==> config.mk <==
export PLATFORM = sky130hd
export DESIGN_NAME = alu_op_sequencer_flat
export DESIGN_NICKNAME = d
export VERILOG_FILES = /design/src/rtl/alu_pkg.sv /design/src/rtl/alu_op_sequencer_if.sv /design/src/rtl/alu_op_sequencer.sv /design/src/flat_wrapper.sv
export SDC_FILE = /design/constraint.sdc
export NUM_CORES = 1
export LEC_CHECK = 0
export ABC_AREA = 0
export CAP_MARGIN = 20
export CELL_PAD_IN_SITES_DETAIL_PLACEMENT = 1
export CELL_PAD_IN_SITES_GLOBAL_PLACEMENT = 1
export CORE_ASPECT_RATIO = 1.4
export CORE_UTILIZATION = 34
export CTS_BUF_LIST = sky130_fd_sc_hd__clkbuf_4 sky130_fd_sc_hd__clkbuf_8 sky130_fd_sc_hd__clkbuf_16
export CTS_CLUSTER_DIAMETER = 100
export DETAILED_ROUTE_END_ITERATION = 7
export HOLD_SLACK_MARGIN = 0.05
export PLACE_DENSITY = 0.87
export SETUP_SLACK_MARGIN = 0.1
export SYNTH_ARGS = -nofsm -noshare
export SYNTH_HDL_FRONTEND = slang
export SYNTH_SLANG_ARGS = --single-unit
==> constraint.sdc <==
create_clock -name clk -period 2.79 [get_ports clk]
set_input_delay 0.4185 -clock clk [delete_from_list [all_inputs] [get_ports clk]]
set_output_delay 0.4185 -clock clk [all_outputs]
set_load 0.01 [all_outputs]
==> src/rtl/alu_pkg.sv <==
// Shared definitions for the ALU operation sequencer: ALU command codes,
// request opcodes, sequencer states and word widths.
package alu_pkg;

  localparam int OP_W   = 3;   // request opcode width
  localparam int DATA_W = 15;  // request operand / result word width (ALU width)
  localparam int ALU_W  = 16;  // ALU operand port width ({operand, 1'b0})
  localparam int CMD_W  = 3;   // ALU command width

  // ALU command codes
  localparam logic [CMD_W-1:0] CMD_ADD = 3'd0;
  localparam logic [CMD_W-1:0] CMD_SUB = 3'd1;
  localparam logic [CMD_W-1:0] CMD_AND = 3'd2;
  localparam logic [CMD_W-1:0] CMD_MP0 = 3'd3;
  localparam logic [CMD_W-1:0] CMD_MP1 = 3'd4;
  localparam logic [CMD_W-1:0] CMD_DV0 = 3'd5;
  localparam logic [CMD_W-1:0] CMD_DV1 = 3'd6;

  // Request opcodes; 5..7 are illegal
  typedef enum logic [OP_W-1:0] {
    OP_ADD = 3'd0,
    OP_SUB = 3'd1,
    OP_AND = 3'd2,
    OP_MUL = 3'd3,
    OP_DIV = 3'd4
  } req_op_e;

  // Sequencer states
  typedef enum logic [1:0] {
    ST_IDLE   = 2'd0,
    ST_ISSUE0 = 2'd1,
    ST_ISSUE1 = 2'd2,
    ST_RESP   = 2'd3
  } state_e;

  // Opcodes 0..4 are the only ones the ALU path understands
  function automatic logic op_is_legal(input logic [OP_W-1:0] op);
    return op <= OP_DIV;
  endfunction

  // The ALU computes D op C with C on alu_a; SUB and DIV need a on D
  function automatic logic op_swaps(input logic [OP_W-1:0] op);
    return (op == OP_SUB) || (op == OP_DIV);
  endfunction

  // First-phase ALU command for a legal opcode
  function automatic logic [CMD_W-1:0] op_to_cmd(input logic [OP_W-1:0] op);
    logic [CMD_W-1:0] cmd;
    case (op)
      OP_ADD:  cmd = CMD_ADD;
      OP_SUB:  cmd = CMD_SUB;
      OP_AND:  cmd = CMD_AND;
      OP_MUL:  cmd = CMD_MP0;
      OP_DIV:  cmd = CMD_DV0;
      default: cmd = CMD_ADD;
    endcase
    return cmd;
  endfunction

endpackage

==> src/rtl/alu_op_sequencer_if.sv <==
// Request/response handshake and ALU command/operand port of the sequencer.
// slave  = the sequencer itself
// master = the surrounding controller + ALU
interface alu_op_sequencer_if;
  import alu_pkg::*;

  logic              req_valid;
  logic              req_ready;
  logic [OP_W-1:0]   req_op;
  logic [DATA_W-1:0] req_a;
  logic [DATA_W-1:0] req_b;

  logic              rsp_valid;
  logic              rsp_ready;
  logic [DATA_W-1:0] rsp_lo;
  logic [DATA_W-1:0] rsp_hi;
  logic              rsp_err;

  logic [ALU_W-1:0]  alu_a;
  logic [ALU_W-1:0]  alu_b;
  logic [CMD_W-1:0]  alu_command;
  logic [DATA_W-1:0] alu_res;

  modport slave (
    input  req_valid, req_op, req_a, req_b, rsp_ready, alu_res,
    output req_ready, rsp_valid, rsp_lo, rsp_hi, rsp_err,
           alu_a, alu_b, alu_command
  );

  modport master (
    output req_valid, req_op, req_a, req_b, rsp_ready, alu_res,
    input  req_ready, rsp_valid, rsp_lo, rsp_hi, rsp_err,
           alu_a, alu_b, alu_command
  );

endinterface

==> src/rtl/alu_op_sequencer.sv <==
// ALU operation sequencer: accepts ADD/SUB/AND/MUL/DIV requests, drives the
// ALU command/operand port for one or two phases (MP0/MP1, DV0/DV1), captures
// the combinational result and returns a lo/hi/err response.
// Optional feature: define ALU_SEQ_PERF_EN to add perf_ops / perf_stall
// counters as extra outputs.
module alu_op_sequencer
  import alu_pkg::*;
(
  input  logic            clk,
  input  logic            reset,
  alu_op_sequencer_if.slave bus
`ifdef ALU_SEQ_PERF_EN
  ,
  output logic [15:0]     perf_ops,
  output logic [15:0]     perf_stall
`endif
);

  state_e            state_q, state_d;
  logic [OP_W-1:0]   op_q, op_d;
  logic              rsp_valid_q, rsp_valid_d;
  logic [DATA_W-1:0] rsp_lo_q, rsp_lo_d;
  logic [DATA_W-1:0] rsp_hi_q, rsp_hi_d;
  logic              rsp_err_q, rsp_err_d;
  logic [ALU_W-1:0]  alu_a_q, alu_a_d;
  logic [ALU_W-1:0]  alu_b_q, alu_b_d;
  logic [CMD_W-1:0]  alu_cmd_q, alu_cmd_d;

  logic              rsp_fire;

  // A response completes when it is presented and the consumer takes it
  assign rsp_fire = rsp_valid_q && bus.rsp_ready;

  // State and datapath registers; reset aborts any in-flight operation
  always_ff @(posedge clk or posedge reset) begin
    if (reset) begin
      state_q     <= ST_IDLE;
      op_q        <= '0;
      rsp_valid_q <= 1'b0;
      rsp_lo_q    <= '0;
      rsp_hi_q    <= '0;
      rsp_err_q   <= 1'b0;
      alu_a_q     <= '0;
      alu_b_q     <= '0;
      alu_cmd_q   <= '0;
    end else begin
      state_q     <= state_d;
      op_q        <= op_d;
      rsp_valid_q <= rsp_valid_d;
      rsp_lo_q    <= rsp_lo_d;
      rsp_hi_q    <= rsp_hi_d;
      rsp_err_q   <= rsp_err_d;
      alu_a_q     <= alu_a_d;
      alu_b_q     <= alu_b_d;
      alu_cmd_q   <= alu_cmd_d;
    end
  end

  // Next-state and next-output logic; ALU port registers are zero unless the
  // next state is an issue phase, so they are loaded on entry to ISSUE0/1
  always_comb begin
    state_d     = state_q;
    op_d        = op_q;
    rsp_valid_d = 1'b0;
    rsp_lo_d    = rsp_lo_q;
    rsp_hi_d    = rsp_hi_q;
    rsp_err_d   = rsp_err_q;
    alu_a_d     = '0;
    alu_b_d     = '0;
    alu_cmd_d   = '0;

    case (state_q)
      ST_IDLE: begin
        if (bus.req_valid) begin
          op_d = bus.req_op;
          if (!op_is_legal(bus.req_op) ||
              ((bus.req_op == OP_DIV) && (bus.req_b == '0))) begin
            // Rejected without touching the ALU
            rsp_err_d = 1'b1;
            rsp_lo_d  = '0;
            rsp_hi_d  = '0;
            state_d   = ST_RESP;
          end else begin
            rsp_err_d = 1'b0;
            if (op_swaps(bus.req_op)) begin
              alu_a_d = {bus.req_b, 1'b0};
              alu_b_d = {bus.req_a, 1'b0};
            end else begin
              alu_a_d = {bus.req_a, 1'b0};
              alu_b_d = {bus.req_b, 1'b0};
            end
            alu_cmd_d = op_to_cmd(bus.req_op);
            state_d   = ST_ISSUE0;
          end
        end
      end

      ST_ISSUE0: begin
        rsp_lo_d = bus.alu_res;
        if ((op_q == OP_MUL) || (op_q == OP_DIV)) begin
          // Second phase keeps the operands, switches to the hi-word command
          alu_a_d   = alu_a_q;
          alu_b_d   = alu_b_q;
          alu_cmd_d = (op_q == OP_MUL) ? CMD_MP1 : CMD_DV1;
          state_d   = ST_ISSUE1;
        end else begin
          rsp_hi_d = '0;
          state_d  = ST_RESP;
        end
      end

      ST_ISSUE1: begin
        rsp_hi_d = bus.alu_res;
        state_d  = ST_RESP;
      end

      ST_RESP: begin
        // Response word is registered, so rsp_valid rises one cycle after entry
        if (rsp_fire) begin
          state_d = ST_IDLE;
        end else begin
          rsp_valid_d = 1'b1;
        end
      end

      default: state_d = ST_IDLE;
    endcase
  end

  assign bus.req_ready   = (state_q == ST_IDLE);
  assign bus.rsp_valid   = rsp_valid_q;
  assign bus.rsp_lo      = rsp_lo_q;
  assign bus.rsp_hi      = rsp_hi_q;
  assign bus.rsp_err     = rsp_err_q;
  assign bus.alu_a       = alu_a_q;
  assign bus.alu_b       = alu_b_q;
  assign bus.alu_command = alu_cmd_q;

`ifdef ALU_SEQ_PERF_EN
  logic [15:0] perf_ops_q;
  logic [15:0] perf_stall_q;

  // Completed-response counter wraps; stall counter saturates
  always_ff @(posedge clk or posedge reset) begin
    if (reset) begin
      perf_ops_q   <= '0;
      perf_stall_q <= '0;
    end else begin
      if (rsp_fire) begin
        perf_ops_q <= perf_ops_q + 16'd1;
      end
      if (rsp_valid_q && !bus.rsp_ready && (perf_stall_q != 16'hFFFF)) begin
        perf_stall_q <= perf_stall_q + 16'd1;
      end
    end
  end

  assign perf_ops   = perf_ops_q;
  assign perf_stall = perf_stall_q;
`endif

endmodule

==> src/flat_wrapper.sv <==
// flat-port wrapper written by rule: the top's interface ports become plain ports
module alu_op_sequencer_flat import alu_pkg::*;
  (clk, reset, bus_req_valid, bus_req_op, bus_req_a, bus_req_b, bus_rsp_ready, bus_alu_res, bus_req_ready, bus_rsp_valid, bus_rsp_lo, bus_rsp_hi, bus_rsp_err, bus_alu_a, bus_alu_b, bus_alu_command);
  alu_op_sequencer_if bus_i ();
  input  logic clk;
  input  logic reset;
  input wire logic [$bits(bus_i.req_valid)-1:0] bus_req_valid;
  input wire logic [$bits(bus_i.req_op)-1:0] bus_req_op;
  input wire logic [$bits(bus_i.req_a)-1:0] bus_req_a;
  input wire logic [$bits(bus_i.req_b)-1:0] bus_req_b;
  input wire logic [$bits(bus_i.rsp_ready)-1:0] bus_rsp_ready;
  input wire logic [$bits(bus_i.alu_res)-1:0] bus_alu_res;
  output wire logic [$bits(bus_i.req_ready)-1:0] bus_req_ready;
  output wire logic [$bits(bus_i.rsp_valid)-1:0] bus_rsp_valid;
  output wire logic [$bits(bus_i.rsp_lo)-1:0] bus_rsp_lo;
  output wire logic [$bits(bus_i.rsp_hi)-1:0] bus_rsp_hi;
  output wire logic [$bits(bus_i.rsp_err)-1:0] bus_rsp_err;
  output wire logic [$bits(bus_i.alu_a)-1:0] bus_alu_a;
  output wire logic [$bits(bus_i.alu_b)-1:0] bus_alu_b;
  output wire logic [$bits(bus_i.alu_command)-1:0] bus_alu_command;
  assign bus_i.req_valid = bus_req_valid;
  assign bus_i.req_op = bus_req_op;
  assign bus_i.req_a = bus_req_a;
  assign bus_i.req_b = bus_req_b;
  assign bus_i.rsp_ready = bus_rsp_ready;
  assign bus_i.alu_res = bus_alu_res;
  assign bus_req_ready = bus_i.req_ready;
  assign bus_rsp_valid = bus_i.rsp_valid;
  assign bus_rsp_lo = bus_i.rsp_lo;
  assign bus_rsp_hi = bus_i.rsp_hi;
  assign bus_rsp_err = bus_i.rsp_err;
  assign bus_alu_a = bus_i.alu_a;
  assign bus_alu_b = bus_i.alu_b;
  assign bus_alu_command = bus_i.alu_command;
  alu_op_sequencer u_core (.clk(clk), .reset(reset), .bus(bus_i));
endmodule
==> results.txt, run 1 <==
----------------------------------------------------
[Outcome]
  Run status ... finished clean

[Finish]
  Layout overhead on the synthesized area ... 49.5%
  Number of nets in the finished design ... 488
  Total inserted antenna cells ... 0
  Share of layout cells above drive strength 1 ... 0.0847
  Share of the core filled with cells in the final layout ... 0.531
  Number of non-filler instances in the completed layout ... 569

[Synth]
  Count of unique library cells instantiated by Yosys ... 36
  Synthesized netlist cell count ... 316
  Synth area leader ... sky130_fd_sc_hd__dfrtp_1
  Synth warn ... 0
  Prevailing post-synth register cell ... sky130_fd_sc_hd__dfrtp_1
  Share of the synthesized area in the top cell type ... 0.513
  Most common cell in the netlist ... sky130_fd_sc_hd__dfrtp_1
  Seq cells post-synth ... 70
  Commonest cells post-synth ... sky130_fd_sc_hd__dfrtp_1 (70), sky130_fd_sc_hd__mux2i_1 (55), sky130_fd_sc_hd__nand2_1 (49), sky130_fd_sc_hd__o31ai_1 (32), sky130_fd_sc_hd__inv_1 (20)
  Post-synth EDFFs ... 0
  Leading post-synthesis cells by cell area ... sky130_fd_sc_hd__dfrtp_1 (51%), sky130_fd_sc_hd__mux2i_1 (16%), sky130_fd_sc_hd__o31ai_1 (7.0%)
  Fraction of registers with async set or reset after synthesis ... 1.00
  Sequential share of the synthesized area ... 0.513
  Cell area after synthesis ... 3410 um2
  Syn avg cell area ... 10.8 um2

[Detailed routing]
  Number of optimization iterations in the first detailed-route pass ... 4
  Highest routed layer ... met4
  Wire length reported by the detailed router ... 10.1 mm
  Met3 WL post-DR ... 740 um
  Via count ... 2885
  Met2 Wirelength ... 5.17 mm
  # DRC ... 0
  Remaining number of nets flagged by the antenna check after routing ... 0
  Wl on met1 ... 4.01 mm
  Final routed wire length divided by cell count ... 17.8 um
  Average vias per placed instance ... 5.07
  Starting DRT DRC Count ... 103

[Worst setup path]
  WP data required ... 2.99 ns
  Critical Path Slowest Stage Cell ... sky130_fd_sc_hd__clkdlybuf4s50_1
  Largest fanout on the critical path ... 15
  Critical path's largest stage delay ... 0.48 ns
  Data arrival time of the critical path ... 2.52 ns
  Endpoint type of the worst setup path ... flip-flop
  Kind of start point of the critical path ... input pin
  Crit Path Category ... input pin to flip-flop
  Cells traversed along the worst timing path ... clkdlybuf4s50_1 > nor4_1 > nand4_2 > a31o_1 > or3_1 > buf_4 > mux2i_1
  Worst path bufs/invs ... 2
  Largest delay share family, worst path ... simple AND/OR/NAND/NOR gates

[STA]
  Max-slew violation count ... 0
  Count of final setup violators ... 0
  Peak Freq ... 0.431 GHz
  Post-route minimum period ... 2.32 ns
  Setup_tns ... 0 ns
  Fin crit share ... 0.831
  Worst slew slack as a fraction of its limit ... 0.623
  Measured slew at the worst slew-check pin ... 0.565 ns
  Worst-case clock skew ... 0.00676 ns
  Hold Fails Final Rpt ... 0
  Setup repair after global routing missed its margin ... false

[CTS]
  Source-to-sink clock delay at the later pin of the worst-skew pair ... 0.33 ns
  Clock slew at the register clock pins of the worst setup and hold paths ... 0.06 ns
  Inserted Clock Buffers ... 9
  Library cell used as clock root buffer ... sky130_fd_sc_hd__clkbuf_16
  # resized after CTS ... 0
  Count of buffers added by post-CTS timing repair for setup ... 0
  Maximum number of buffers from clock root to sink ... 2
  Htree depth ... 3
  TritonCTS clock tree ... built
  Sinks on the clock net ... 70
  Hold buffer count at cts ... 0

[Placed design]
  # port buffers ... 117
  Cells after DPL ... 553
  Gp weighted congestion ... 0.781
  DP HPWL ... 7.65 mm

[Die]
  Initial core utilization ... 0.355
  Die area ... 10500 um2
  Die Y-Extent ... 121 um
  Floorplan Core Area ... 9620 um2
  Floorplan die width ... 86.7 um
  Num ports ... 120
  Rows ... 42

[Global routing]
  Aggregate global routing overflow ... 0
  Number of global-route vias before repair ... 3137
  Maximum number of pins on one net before global-route repair ... 62
  Aggregate global-route resource usage ... 0.204
  Initial antenna violation count ... 0
  First-pass GRT wire length ... 16.2 mm

[Pwr]
  Static leakage ... 2.18 nW
  VDD IR max ... 0.000473 V
  Power per Cell Area ... 932 nW/um2

[Worst hold path]
  Classification of the worst-slack hold path ... input pin to asynchronous set/reset pin

[Flow run]
  Count of max-cap constraint violations ... 0

----------------------------------------------------
power breakdown:
group	leakage, nW	internal, mW	switching, mW
Combinational	1.08	1.02	0.972
Sequential	0.928	1.30	0.199
Clock	0.169	0.864	0.409
Total	2.18	3.18	1.58
kinds of logic after synthesis:
family                   count (synthesis)  share of synthesized area
XOR/XNOR                                 1                    0.00257
flip-flops                              70                      0.513
adder cells (fa/ha/maj)                  4                     0.0147
other                                    1                    0.00110
AO/OA/AOI/OAI                           58                      0.134
AND/OR/NAND/NOR                         80                      0.107
multiplexers                            58                      0.171
buffers and inverters                   44                     0.0561
metal layers:
layer,global-route usage,up-vias
li1,-,1344
met1,0.226,1416
met2,0.364,108
met3,0.0676,17
met4,0.0625,0
met5,0,-
path summary, 6_finish.rpt:
path | startpoint | end | slack, ns | cells after the start
worst min-delay path | reset | u_core.bus.rsp_lo[13] | 0.43 | 2
max in group asynchronous | reset | u_core.bus.rsp_err | 1.73 | 3
worst min register to register | u_core.bus.alu_b[1] | u_core.bus.alu_b[1] | 0.48 | 2
min in group clk | u_core.bus.alu_b[1] | u_core.bus.alu_b[1] | 0.48 | 2
worst max-delay path | bus_req_b[10] | u_core.bus.rsp_hi[7] | 0.47 | 7
worst max register to register | u_core.state_q[0] | u_core.bus.rsp_hi[7] | 0.73 | 7
through the flow:
stage	setup WS (ns)	total power, mW	instance area [um2]	hold slack (ns)
detailed placement	0.148	3.52	4770	0.467
floorplan	0.603	2.63	3420	0.471
global placement	0.183	3.41	4770	0.460
finish	0.471	4.76	5110	0.429
CTS	0.459	4.83	5110	0.443
global route	0.364	5.04	5110	0.461
registers in the layout (all words and copies together) (netlist names):
name                    flops
u_core.bus.rsp_hi          15
u_core.bus.rsp_lo          15
u_core.bus.alu_command      3
u_core.op_q                 3
u_core.bus.alu_b           15
u_core.bus.alu_a           15
u_core.bus.rsp_valid        1
u_core.state_q              2
u_core.bus.rsp_err          1
layout by cell type, fill, tap and decap left out, types with 4 or more instances in the layout:
cell,count
sky130_fd_sc_hd__a221o_1,10
sky130_fd_sc_hd__a22o_1,5
sky130_fd_sc_hd__buf_4,8
sky130_fd_sc_hd__clkbuf_16,9
sky130_fd_sc_hd__clkdlybuf4s50_1,117
sky130_fd_sc_hd__dfrtp_1,70
sky130_fd_sc_hd__ha_1,4
sky130_fd_sc_hd__inv_1,19
sky130_fd_sc_hd__mux2i_1,55
sky130_fd_sc_hd__nand2_1,49
sky130_fd_sc_hd__nor2_1,14
sky130_fd_sc_hd__o21ai_0,4
sky130_fd_sc_hd__o31ai_1,32
layout make-up:
class / instances / area [um2]
repair buffers: 128 / 1290
clock inverters: 3 / 65.1
fillers: 1043 / 4510
well taps: 132 / 165
flip-flops and latches: 70 / 1750
inverters: 20 / 75.1
clock buffers: 13 / 274
multi-input cells: 203 / 1480
Power figures use the tool's default switching activity.
==> inputs of run 2 (changes only) <==
clock period = 2.2 ns   (was 2.79 ns; I/O delays follow)
==> run 2 against run 1 <==
  * Sequential power is 27% higher
  * Setup slack got worse by 0.31 ns
  * Die area unchanged
  * Wire length grew 10%
  * Non-clock buffer count grew 24
  * Largest power group unchanged
==> results.txt, run 2 (synthesized netlist as in run 1, its figures left out) <==
----------------------------------------------------
[Global routing]
  Initial antenna violation count ... 0
  Aggregate global routing overflow ... 0
  Number of global-route vias before repair ... 3432
  Maximum number of pins on one net before global-route repair ... 62
  First-pass GRT wire length ... 17.6 mm
  Aggregate global-route resource usage ... 0.221

[Detailed routing]
  Starting DRT DRC Count ... 179
  Remaining number of nets flagged by the antenna check after routing ... 0
  Final routed wire length divided by cell count ... 18.8 um
  # DRC ... 0
  Wire length reported by the detailed router ... 11.1 mm
  Average vias per placed instance ... 5.12
  Number of optimization iterations in the first detailed-route pass ... 4
  Via count ... 3024

[Pwr]
  Static leakage ... 2.30 nW
  Power per Cell Area ... 1170 nW/um2
  VDD IR max ... 0.000643 V

[Die]
  Die area ... 10500 um2
  Die Y-Extent ... 121 um
  Floorplan Core Area ... 9620 um2
  Num ports ... 120
  Initial core utilization ... 0.355
  Rows ... 42
  Floorplan die width ... 86.7 um

[STA]
  Measured slew at the worst slew-check pin ... 0.580 ns
  Setup repair after global routing missed its margin ... false
  Worst-case clock skew ... 0.00921 ns
  Max-slew violation count ... 0
  Post-route minimum period ... 2.04 ns
  Worst hold margin ... 0.305 ns
  Count of final setup violators ... 0
  Hold Fails Final Rpt ... 0
  Peak Freq ... 0.490 GHz
  Fin crit share ... 0.928
  Setup_tns ... 0 ns
  Worst slew slack as a fraction of its limit ... 0.613

[CTS]
  Library cell used as clock root buffer ... sky130_fd_sc_hd__clkbuf_16
  Hold buffer count at cts ... 0
  Inserted Clock Buffers ... 9
  Clock slew at the register clock pins of the worst setup and hold paths ... 0.06 ns
  Htree depth ... 3
  TritonCTS clock tree ... built
  Sinks on the clock net ... 70
  Maximum number of buffers from clock root to sink ... 2
  Source-to-sink clock delay at the later pin of the worst-skew pair ... 0.33 ns

[Finish]
  Number of nets in the finished design ... 512
  Most common library cell in the layout ignoring fill and taps ... sky130_fd_sc_hd__clkdlybuf4s50_1
  Layout overhead on the synthesized area ... 56.2%
  Top library cells by usage in the layout, fill and taps aside ... sky130_fd_sc_hd__clkdlybuf4s50_1 (115), sky130_fd_sc_hd__dfrtp_1 (70), sky130_fd_sc_hd__mux2i_1 (54)
  Share of layout cells above drive strength 1 ... 0.146
  Total inserted antenna cells ... 0
  Share of the core filled with cells in the final layout ... 0.555

[Worst setup path]
  WP data required ... 2.41 ns
  Largest delay share family, worst path ... buffers and inverters
  Crit Path Category ... input pin to flip-flop
  Critical Path Slowest Stage Cell ... sky130_fd_sc_hd__clkdlybuf4s50_1
  Critical path's largest stage delay ... 0.44 ns
  Endpoint type of the worst setup path ... flip-flop
  Startpoint of the most critical register-to-register path ... u_core.state_q[0]
  Worst path bufs/invs ... 3
  Data arrival time of the critical path ... 2.25 ns
  Largest fanout on the critical path ... 8
  R2r endpoint ... u_core.bus.rsp_hi[0]
  Cells traversed along the worst timing path ... clkdlybuf4s50_1 > nor4_2 > buf_4 > nand4_2 > a31o_1 > or3_4 > buf_12 > mux2i_4
  Kind of start point of the critical path ... input pin
  R2R cell count ... 7
  Setup slack on the worst flop-to-flop path ... 0.28 ns

[Outcome]
  Run status ... finished clean

[Flow run]
  Count of max-cap constraint violations ... 0

[Placed design]
  # port buffers ... 117
  DP HPWL ... 8.19 mm
  Gp weighted congestion ... 0.786

[Worst hold path]
  Classification of the worst-slack hold path ... input pin to asynchronous set/reset pin

----------------------------------------------------
-- run 2: timing repair --
action | in CTS | in global routing
resized for setup | 10 | 4
setup endpoints to repair | 4 | 23
buffers inserted | 0 | 1
pin swaps | 1 | 3
endpoints found under the hold margin | 0 | 0
cloned | 0 | 1
-- run 2: where the power goes --
group	total [mW]	leakage, nW	switching (mW)	internal [mW]
registers	1.90	0.928	0.259	1.64
logic	2.85	1.22	1.36	1.49
clock network	1.46	0.149	0.504	0.952
-- run 2: cell type report --
class	instances	area, um2
well taps	132	165
multi-input cells	203	1530
inverters	20	75.1
clock buffers	13	268
clock inverters	1	30.0
fillers	1013	4280
repair buffers	152	1510
flip-flops and latches	70	1750
-- run 2: metrics by stage --
stage / power (mW) / std cells / setup WS, ns / cell area (um2)
after floorplan: 3.33 / 317 / 0.102 / 3420
after global placement: 4.41 / 575 / -0.221 / 4940
after detailed placement: 4.55 / 575 / -0.291 / 4940
after CTS: 6.14 / 589 / 0.124 / 5280
after global routing: 6.52 / 591 / 0.106 / 5330
final: 6.21 / 591 / 0.159 / 5330
-- run 2: how the worst max path moves through the flow --
stage,from,endpoint,depth (start not counted)
final,bus_req_b[4],u_core.bus.rsp_hi[0],8
after global routing,bus_req_b[4],u_core.bus.rsp_hi[0],8
after global placement,bus_req_b[7],u_core.bus.rsp_hi[6],8
after CTS,bus_req_b[9],u_core.bus.rsp_hi[0],8
after detailed placement,bus_req_b[7],u_core.bus.rsp_hi[0],8
after floorplan,reset,u_core.bus.alu_a[10],1
-- run 2: routing by layer --
layer	GRT usage	part of all wire	vias up
met2	0.412	0.54	122
met5	0	0	-
met3	0.0567	0.058	22
met1	0.231	0.39	1486
met4	0.0906	0.019	0
li1	-	-	1394
-- run 2: worst reg2reg max path, delay by kind of cell (launching register included) --
kind / cells / cell delay (ns)
flops: 1 / 0.43
mux: 1 / 0.19
compound gates: 1 / 0.22
buf+inv: 2 / 0.26
fa+ha+maj: 1 / 0.19
simple gates: 2 / 0.53
